--- config.mk ---
export PLATFORM = sky130hd
export DESIGN_NAME = score_scan_ctrl
export DESIGN_NICKNAME = d
export VERILOG_FILES = /design/src/rtl/score_pkg.sv /design/src/rtl/bin2bcd_seq.sv /design/src/rtl/score_scan_ctrl.sv
export SDC_FILE = /design/constraint.sdc
export NUM_CORES = 1
export LEC_CHECK = 0
export BUFFER_PORTS_ARGS = -buffer_cell sky130_fd_sc_hd__buf_2
export CAP_MARGIN = 20
export CORE_MARGIN = 2
export CORE_UTILIZATION = 45
export CTS_CLUSTER_DIAMETER = 50
export DETAILED_ROUTE_END_ITERATION = 10
export GPL_ROUTABILITY_DRIVEN = 0
export GPL_TIMING_DRIVEN = 0
export SYNTH_ARGS = -nofsm -noshare
export SYNTH_HDL_FRONTEND = slang
export SYNTH_SLANG_ARGS = --single-unit
--- constraint.sdc ---
create_clock -name clk -period 2.2 [get_ports clk]
set_input_delay 0.22 -clock clk [delete_from_list [all_inputs] [get_ports clk]]
set_output_delay 0.22 -clock clk [all_outputs]
set_load 0.02 [all_outputs]
--- src/rtl/score_pkg.sv ---
// Shared types, constants and small helpers for the two-digit score readout.
package score_pkg;

    localparam int SCORE_W     = 7;
    localparam int MAX_DISPLAY = 99;
    localparam int CONV_STEPS  = 7;
    localparam int STEP_W      = 3;

    typedef enum logic [1:0] {
        IDLE   = 2'd0,
        CONV   = 2'd1,
        COMMIT = 2'd2
    } conv_state_t;

    typedef enum logic {
        SLOT_ONES = 1'b0,
        SLOT_TENS = 1'b1
    } slot_t;

    // Scores above two decimal digits saturate at the largest displayable value.
    function automatic logic [SCORE_W-1:0] clamp_score(input logic [SCORE_W-1:0] s);
        logic [SCORE_W-1:0] r;
        if (s > SCORE_W'(MAX_DISPLAY)) begin
            r = SCORE_W'(MAX_DISPLAY);
        end else begin
            r = s;
        end
        return r;
    endfunction

    // Double-dabble correction: a nibble of 5 or more would exceed 9 after the shift.
    function automatic logic [3:0] add3_nibble(input logic [3:0] n);
        logic [3:0] r;
        if (n >= 4'd5) begin
            r = n + 4'd3;
        end else begin
            r = n;
        end
        return r;
    endfunction

endpackage

--- src/rtl/bin2bcd_seq.sv ---
// Sequential shift-add-3 binary to two-digit BCD converter.
// One step per cycle; the result is stable in the accumulator while done=1.
module bin2bcd_seq
    import score_pkg::*;
(
    input  logic               clk,
    input  logic               rst,
    input  logic               start,
    input  logic [SCORE_W-1:0] bin,
    output logic               busy,
    output logic               done,
    output logic [3:0]         tens,
    output logic [3:0]         ones
);

    conv_state_t        state_q, state_d;
    logic [SCORE_W-1:0] shift_q, shift_d;
    logic [7:0]         acc_q, acc_d;
    logic [STEP_W-1:0]  step_q, step_d;
    logic [7:0]         adj_s;

    // Next-state logic: load on start, run CONV_STEPS shift-add-3 steps, hold for one commit cycle.
    always_comb begin
        state_d = state_q;
        shift_d = shift_q;
        acc_d   = acc_q;
        step_d  = step_q;
        adj_s   = 8'd0;
        case (state_q)
            IDLE: begin
                if (start) begin
                    shift_d = bin;
                    acc_d   = 8'd0;
                    step_d  = STEP_W'(0);
                    state_d = CONV;
                end else begin
                    state_d = IDLE;
                end
            end
            CONV: begin
                adj_s   = {add3_nibble(acc_q[7:4]), add3_nibble(acc_q[3:0])};
                acc_d   = {adj_s[6:0], shift_q[SCORE_W-1]};
                shift_d = {shift_q[SCORE_W-2:0], 1'b0};
                if (step_q == STEP_W'(CONV_STEPS - 1)) begin
                    step_d  = STEP_W'(0);
                    state_d = COMMIT;
                end else begin
                    step_d  = step_q + STEP_W'(1);
                end
            end
            COMMIT: begin
                state_d = IDLE;
            end
            default: begin
                state_d = IDLE;
            end
        endcase
    end

    // Converter state registers.
    always_ff @(posedge clk or posedge rst) begin
        if (rst) begin
            state_q <= IDLE;
            shift_q <= SCORE_W'(0);
            acc_q   <= 8'd0;
            step_q  <= STEP_W'(0);
        end else begin
            state_q <= state_d;
            shift_q <= shift_d;
            acc_q   <= acc_d;
            step_q  <= step_d;
        end
    end

    assign busy = (state_q != IDLE);
    assign done = (state_q == COMMIT);
    assign tens = acc_q[7:4];
    assign ones = acc_q[3:0];

endmodule

--- src/rtl/score_scan_ctrl.sv ---
// Two-digit score display controller: captures score updates, converts them to BCD,
// and time-multiplexes tens/ones onto a shared decoder with zero blanking and blinking.
module score_scan_ctrl
    import score_pkg::*;
#(
    parameter int SCAN_DIV     = 1000,
    parameter int BLINK_FRAMES = 50
) (
    input  logic               clk,
    input  logic               rst,
    input  logic [SCORE_W-1:0] score,
    input  logic               score_valid,
    input  logic               game_over,
    output logic [3:0]         digit,
    output logic               en_ones,
    output logic               en_tens,
    output logic               busy
);

    localparam int SCAN_W  = (SCAN_DIV > 1) ? $clog2(SCAN_DIV) : 1;
    localparam int FRAME_W = $clog2(BLINK_FRAMES + 1);

    logic               conv_busy_s, conv_done_s;
    logic [3:0]         conv_tens_s, conv_ones_s;
    logic               start_s;
    logic [SCORE_W-1:0] clamped_s, start_val_s;
    logic               scan_tc_s, frame_tick_s;

    logic               pend_valid_q, pend_valid_d;
    logic [SCORE_W-1:0] pend_val_q, pend_val_d;
    logic [3:0]         tens_q, tens_d, ones_q, ones_d;
    logic [SCAN_W-1:0]  scan_cnt_q, scan_cnt_d;
    slot_t              slot_q, slot_d;
    logic [FRAME_W-1:0] frame_cnt_q, frame_cnt_d;
    logic               blink_off_q, blink_off_d;
    logic [3:0]         digit_q, digit_d;
    logic               en_ones_q, en_ones_d, en_tens_q, en_tens_d;

    assign clamped_s = clamp_score(score);

    // A new strobe takes priority over an older pending value, which it supersedes.
    assign start_s     = ~conv_busy_s & (score_valid | pend_valid_q);
    assign start_val_s = score_valid ? clamped_s : pend_val_q;

    bin2bcd_seq u_conv (
        .clk   (clk),
        .rst   (rst),
        .start (start_s),
        .bin   (start_val_s),
        .busy  (conv_busy_s),
        .done  (conv_done_s),
        .tens  (conv_tens_s),
        .ones  (conv_ones_s)
    );

    // Pending slot and displayed pair: updates during a conversion queue one deep, result lands on commit.
    always_comb begin
        pend_valid_d = pend_valid_q;
        pend_val_d   = pend_val_q;
        tens_d       = tens_q;
        ones_d       = ones_q;
        if (conv_busy_s && score_valid) begin
            pend_valid_d = 1'b1;
            pend_val_d   = clamped_s;
        end else if (start_s) begin
            pend_valid_d = 1'b0;
        end else begin
            pend_valid_d = pend_valid_q;
        end
        if (conv_done_s) begin
            tens_d = conv_tens_s;
            ones_d = conv_ones_s;
        end else begin
            tens_d = tens_q;
            ones_d = ones_q;
        end
    end

    assign scan_tc_s    = (scan_cnt_q == SCAN_W'(SCAN_DIV - 1));
    assign frame_tick_s = scan_tc_s & (slot_q == SLOT_TENS);

    // Scan slot timing and game-over blink phase.
    always_comb begin
        scan_cnt_d  = scan_cnt_q;
        slot_d      = slot_q;
        frame_cnt_d = frame_cnt_q;
        blink_off_d = blink_off_q;
        if (scan_tc_s) begin
            scan_cnt_d = SCAN_W'(0);
            slot_d     = (slot_q == SLOT_ONES) ? SLOT_TENS : SLOT_ONES;
        end else begin
            scan_cnt_d = scan_cnt_q + SCAN_W'(1);
        end
        if (!game_over) begin
            frame_cnt_d = FRAME_W'(0);
            blink_off_d = 1'b0;
        end else if (frame_tick_s) begin
            if (frame_cnt_q == FRAME_W'(BLINK_FRAMES - 1)) begin
                frame_cnt_d = FRAME_W'(0);
                blink_off_d = ~blink_off_q;
            end else begin
                frame_cnt_d = frame_cnt_q + FRAME_W'(1);
            end
        end else begin
            frame_cnt_d = frame_cnt_q;
        end
    end

    // Output stage: digit select, ones enable, and tens enable with leading-zero blanking.
    always_comb begin
        digit_d   = (slot_q == SLOT_TENS) ? tens_q : ones_q;
        en_ones_d = (slot_q == SLOT_ONES) & ~blink_off_q;
        en_tens_d = (slot_q == SLOT_TENS) & ~blink_off_q & (tens_q != 4'd0);
    end

    // All top-level state registers.
    always_ff @(posedge clk or posedge rst) begin
        if (rst) begin
            pend_valid_q <= 1'b0;
            pend_val_q   <= SCORE_W'(0);
            tens_q       <= 4'd0;
            ones_q       <= 4'd0;
            scan_cnt_q   <= SCAN_W'(0);
            slot_q       <= SLOT_ONES;
            frame_cnt_q  <= FRAME_W'(0);
            blink_off_q  <= 1'b0;
            digit_q      <= 4'd0;
            en_ones_q    <= 1'b0;
            en_tens_q    <= 1'b0;
        end else begin
            pend_valid_q <= pend_valid_d;
            pend_val_q   <= pend_val_d;
            tens_q       <= tens_d;
            ones_q       <= ones_d;
            scan_cnt_q   <= scan_cnt_d;
            slot_q       <= slot_d;
            frame_cnt_q  <= frame_cnt_d;
            blink_off_q  <= blink_off_d;
            digit_q      <= digit_d;
            en_ones_q    <= en_ones_d;
            en_tens_q    <= en_tens_d;
        end
    end

    assign digit   = digit_q;
    assign en_ones = en_ones_q;
    assign en_tens = en_tens_q;
    assign busy    = conv_busy_s;

endmodule
---- Word level (Yosys, flattened, before mapping) ----
Cells that the tools add are included.
word-level totals
  flip-flop bits (word level) ............. 60
  input port bits ......................... 11
  output and inout port bits .............. 7
  word-level logic and storage cells ...... 74
operators by class
  add/sub/neg operators ................... 5
  $lt $le $gt $ge ......................... 3
  equal/unequal tests ..................... 9
  multiplexer cells ....................... 25
  bitwise logic cells ..................... 9
  reduce and logical (&&, ||, !) cells .... 8
operators with widths
  operator                 count
  $mux W7                  3
  $mux W6                  3
  $pmux W8 S2              1
  $pmux W7 S2              1
  $add A10 B1 Y10 const B  1
  $eq A10 B10 Y1 const B   1
  $mux W10                 1
  $mux W3                  3
  $ge A4 B3 Y1 const B     2
  $mux W4                  2
  $mux W8                  1
  $gt A7 B7 Y1 const B     1
  $mux W1                  7
  $add A6 B1 Y6 const B    1
  $eq A6 B6 Y1 const B     1
  $ne A2 B1 Y1 const B     3
  $pmux W3 S2              1
  $reduce_bool A2 Y1       3
  $and A1 B1 Y1            5
  $add A4 B2 Y4 const B    1
  $pmux W2 S2              1
  $reduce_and A2 Y1        2
  $reduce_bool A4 Y1       1
  $add A3 B1 Y3 const B    1
  other kinds (10)         12

---- Logic depth before layout (Yosys ltp) ----
  word-level depth ........................ 5
  gate-level depth with buffers ........... 6

---- Cells and area by module ----
Synthesis repeated with hierarchy kept, for this count alone.
second synthesis, totals
  cells, all modules ...................... 284
  area, all modules ....................... 2887.8 um^2
by module, submodules not included
  module           instances  cells an instance  area each (um^2)  sequential area each (um^2)
  score_scan_ctrl  1          180                1851.8            1001.0
  bin2bcd_seq      1          104                1036.0            500.5

---- Worst setup path after synthesis ----
OpenSTA, ideal clock, no wires.
  path type ............................... register -> register
  start point ............................. register scan_cnt_q[4]
  end point ............................... register frame_cnt_q[3]
  setup time .............................. 0.077 ns
  data arrival time ....................... 1.815 ns
  path slack .............................. 0.307 ns
  cell stages (with the launch flop) ...... 6
  path buffers ............................ 1
  path through ............................ dfrtp_1 -> nand2b_1 -> or4_1 -> buf_2 -> or4b_1 -> a21oi_1
between the ends
  cells in the longest elaborated chain, start to end .. 3
RTL lines
  element                 line                    text
  from (decl)             score_scan_ctrl.sv:32   logic [SCAN_W-1:0] scan_cnt_q, scan_cnt_d;
  from (signal assigned)  score_scan_ctrl.sv:135  scan_cnt_q <= scan_cnt_d;
  $eq A10 B10 Y1          score_scan_ctrl.sv:79   assign scan_tc_s = (scan_cnt_q == SCAN_W'(SCAN_DIV - 1));
  $and A1 B1 Y1           score_scan_ctrl.sv:80   assign frame_tick_s = scan_tc_s & (slot_q == SLOT_TENS);
  $ne A2 B1 Y1 (no line)  --
  to (signal assigned)    score_scan_ctrl.sv:137  frame_cnt_q <= frame_cnt_d;
  to (decl)               score_scan_ctrl.sv:34   logic [FRAME_W-1:0] frame_cnt_q, frame_cnt_d;
Every way passes these cells.
A chain may end at the register's enable or synchronous reset.

---- Final worst setup path ----
  start point ............................. register scan_cnt_q[6]
  end point ............................... register frame_cnt_q[3]
Same word-level chain as after synthesis.

==> results.ini <==
[sta]
hold_viol = 0
slew_viol_final = 0
tns_ns = 0
fmax_mhz = 485.0
rsz0062_at_grt = no
final.period_utilization = 0.9372
setup_viol = 0
worstMarginPinSlew_ns = 0.9677
skew_ns = 0.003270
min_period_ns = 2.062
slew_headroom = 0.3499

[drt]
vias = 1968
wl_met1_um = 2530
route.met2.wl_um = 2336
vias_per_cell = 5.319
ant_nets = 0
drtPass1Iterations = 4
drc = 0
dr.first_iter.drc_count = 124
wl_met3_um = 167
wl_um = 5137
top_layer_used = met4
wl_per_cell_um = 13.88

[global_route]
first_global_vias = 1860
grt_overflow_total = 0
grt_pass1_wl_um = 8721
grt_max_degree = 32
grt_usage = 0.1744
antenna_found_initial = 0

[synth]
ys_warn_count = 0
synthCells = 261
synth_seq_cells = 60
postSynthAreaPerCell_sq_um = 10.51
async_reset_ff_frac = 1.000
yosysSeqAreaShare = 0.5472
synth_edf_count = 0
synth_area_sq_um = 2744
ys_types = 41
syn_nets = 279
ys.flop_type = dfrtp_1

[floorplanning]
core-area_sq_um = 5921
initial_core_util = 0.4634
die_area_sq_um = 6738
row_count = 28
ios = 18
fp.dieH_um = 82.09
die_w_um = 82.09

[finish]
multiInputGateArea_sq_um = 1169
syn2layout_area_growth_pct = 13.77
drive_gt1_frac = 0.1661
regArea_sq_um = 1501
instances_no_fill = 370
n_antenna_cell = 0
fill_cells = 548
num-nets-final = 309

[pwr]
p_int_mw = 2.293
vdd_drop_max_uv = 471.9
power_density_nw_per_um2 = 1085
switchingPower_mw = 1.095
pwr-share-clk = 0.253
combPwrFrac = 0.278
leakagePower_nw = 1.400
p_sw_frac = 0.3232
total_power_mw = 3.387
sequentialPowerShare = 0.469

[clock_network]
cts_tree = done
cts_buffers = 9
post_cts_buffers = 0
htreeDepth = 3
clkSinkCount = 60
max-clock-path-buffers = 2
clockRootBuffer = clkbuf_8
clk_pin_slew_ns = 0.06
clock_latency_ns = 0.32

[placed_design]
port_buffers = 17
dp.cells = 354
hpwl_um = 3572

[setup_path]
worst-path-buf-inv = 1
cp_top_family = simple AND/OR/NAND/NOR gates
crit_cells = 5
crit_fanout = 10
critPathLaunchType = flip-flop
crit_required_ns = 2.45
cpMaxStageDelayCell = or4_1
crit_arrival_ns = 2.31
crit_path_end_kind = flip-flop
cp_cell_sequence = nand4_2 > or4_1 > buf_2 > or4b_1 > a21oi_1
crit_type = reg -> reg
reg2reg_depth = 5
max_stage_delay_ns = 0.51

[run]
cap_violations = 0

[hold_path]
hp-class = in -> reg
whs_path_depth = 3

[outcome]
status = finished, final reports clean

==> state kept, by name, indices dropped and copies added (netlist names), 2 cells and up <==
register / flops
digit: 4
frame_cnt_q: 6
scan_cnt_q: 10
u_conv.step_q: 3
u_conv.acc_q: 8
pend_val_q: 7
u_conv.state_q: 2
u_conv.shift_q: 7
ones_q: 4
tens_q: 4
==> metrics by stage <==
step / util / hold WS [ns] / worst slack, ns / instance area, sq um
after CTS: 0.5273 / 0.1473 / 0.1418 / 3122
after global routing: 0.5273 / 0.1698 / 0.01276 / 3122
after floorplan: - / 0.3560 / 0.3073 / 2744
after detailed placement: 0.4970 / 0.3583 / 0.1560 / 2943
final: 0.5273 / 0.1636 / 0.1381 / 3122
after global placement: 0.4937 / 0.4534 / -0.3178 / 2923
==> metal layers <==
metal,vias to the layer above,global-route usage
met4,0,0.09500
met3,9,0.03736
met5,-,0
met2,29,0.2618
met1,939,0.2353
li1,991,-
==> cell type report <==
cell class	instances	share of cell area
sequential	60	0.4810
multi-input combinational	182	0.3743
clock buffer	13	0.05090
timing repair buffer	19	0.03687
tap	75	0.03006
inverter	11	0.01323
buffer	8	0.01042
clock inverter	2	0.003206
==> power by group through the flow <==
stage / Combinational, mW / Sequential (mW) / Clock (mW)
2_1_floorplan: 0.703 / 1.60 / 0
3_3_place_gp: 0.925 / 1.60 / 0
3_5_place_dp: 0.949 / 1.61 / 0
4_1_cts: 0.955 / 1.59 / 0.896
5_1_grt: 1.07 / 1.63 / 0.939
6_report: 0.940 / 1.59 / 0.857
==> cell usage after synthesis, types with 3 or more instances <==
master | count | share of area
a21oi_1 | 12 | 0.022
a221o_1 | 3 | 0.011
a22oi_1 | 3 | 0.0082
a31oi_1 | 3 | 0.0068
clkbuf_1 | 6 | 0.0082
dfrtp_1 | 60 | 0.55
ha_1 | 7 | 0.032
inv_1 | 10 | 0.014
mux2_2 | 10 | 0.041
mux2i_1 | 4 | 0.015
nand2_1 | 24 | 0.033
nand2b_1 | 6 | 0.014
nand3_1 | 7 | 0.013
nand3b_1 | 3 | 0.0082
nor2_1 | 20 | 0.027
nor2b_1 | 5 | 0.011
nor3_1 | 7 | 0.013
o21ai_0 | 25 | 0.046
or3_1 | 3 | 0.0068
or4_1 | 4 | 0.011
xnor2_1 | 8 | 0.026
xor2_1 | 3 | 0.0096
==> worst register-to-register path, stage by stage (launching register included) <==
cell and delay, ns:
dfrtp_1 0.44, nand4_2 0.18, or4_1 0.51, buf_2 0.19, or4b_1 0.50, a21oi_1 0.16
==> cell usage in the layout, fill, tap and decap left out, drive strengths merged, types with 5 or more instances in the layout <==
cell    instances
inv            11
nor2           20
nand2          24
nor3            7
o21ai          26
xnor2           8
buf            20
dfrtp          60
mux2           10
nor2b           5
ha              7
clkbuf         19
nand2b          6
nand3           7
a21oi          12
==> path summary, 6_finish.rpt <==
kind,endpoint,slack (ns),startpoint
setup / recovery,frame_cnt_q[3]$_DFFE_PP0P_,0.14,scan_cnt_q[6]$_DFF_PP0_
max in group asynchronous,pend_val_q[5]$_DFFE_PP0P_,1.07,rst
min in group asynchronous,pend_val_q[2]$_DFFE_PP0P_,0.54,rst
hold / removal,frame_cnt_q[5]$_DFFE_PP0P_,0.16,game_over
setup reg to reg,frame_cnt_q[3]$_DFFE_PP0P_,0.14,scan_cnt_q[6]$_DFF_PP0_
hold reg to reg,scan_cnt_q[0]$_DFF_PP0_,0.47,scan_cnt_q[0]$_DFF_PP0_
==> what timing repair did <==
action                                  4_1_cts  5_1_grt
endpoints found under the hold margin         6        0
gates resized for setup                       0        0
endpoints found under the setup margin        0        0
hold buffers                                  1        0
==> cell families (layout without fill, tap and decap cells) <==
kind of cell               Yosys count  count (layout)  synth area share
DFF                                 60              60            0.5472
xor gates and xnor gates            11              11           0.03511
AOI/OAI and AO/OA                   62              62            0.1409
buffers and inverters               19              53           0.02690
muxes                               14              14           0.05563
and+or+nand+nor                     88              88            0.1623
adders and majority gates            7               7           0.03192
(Power assumes the default switching activity.)
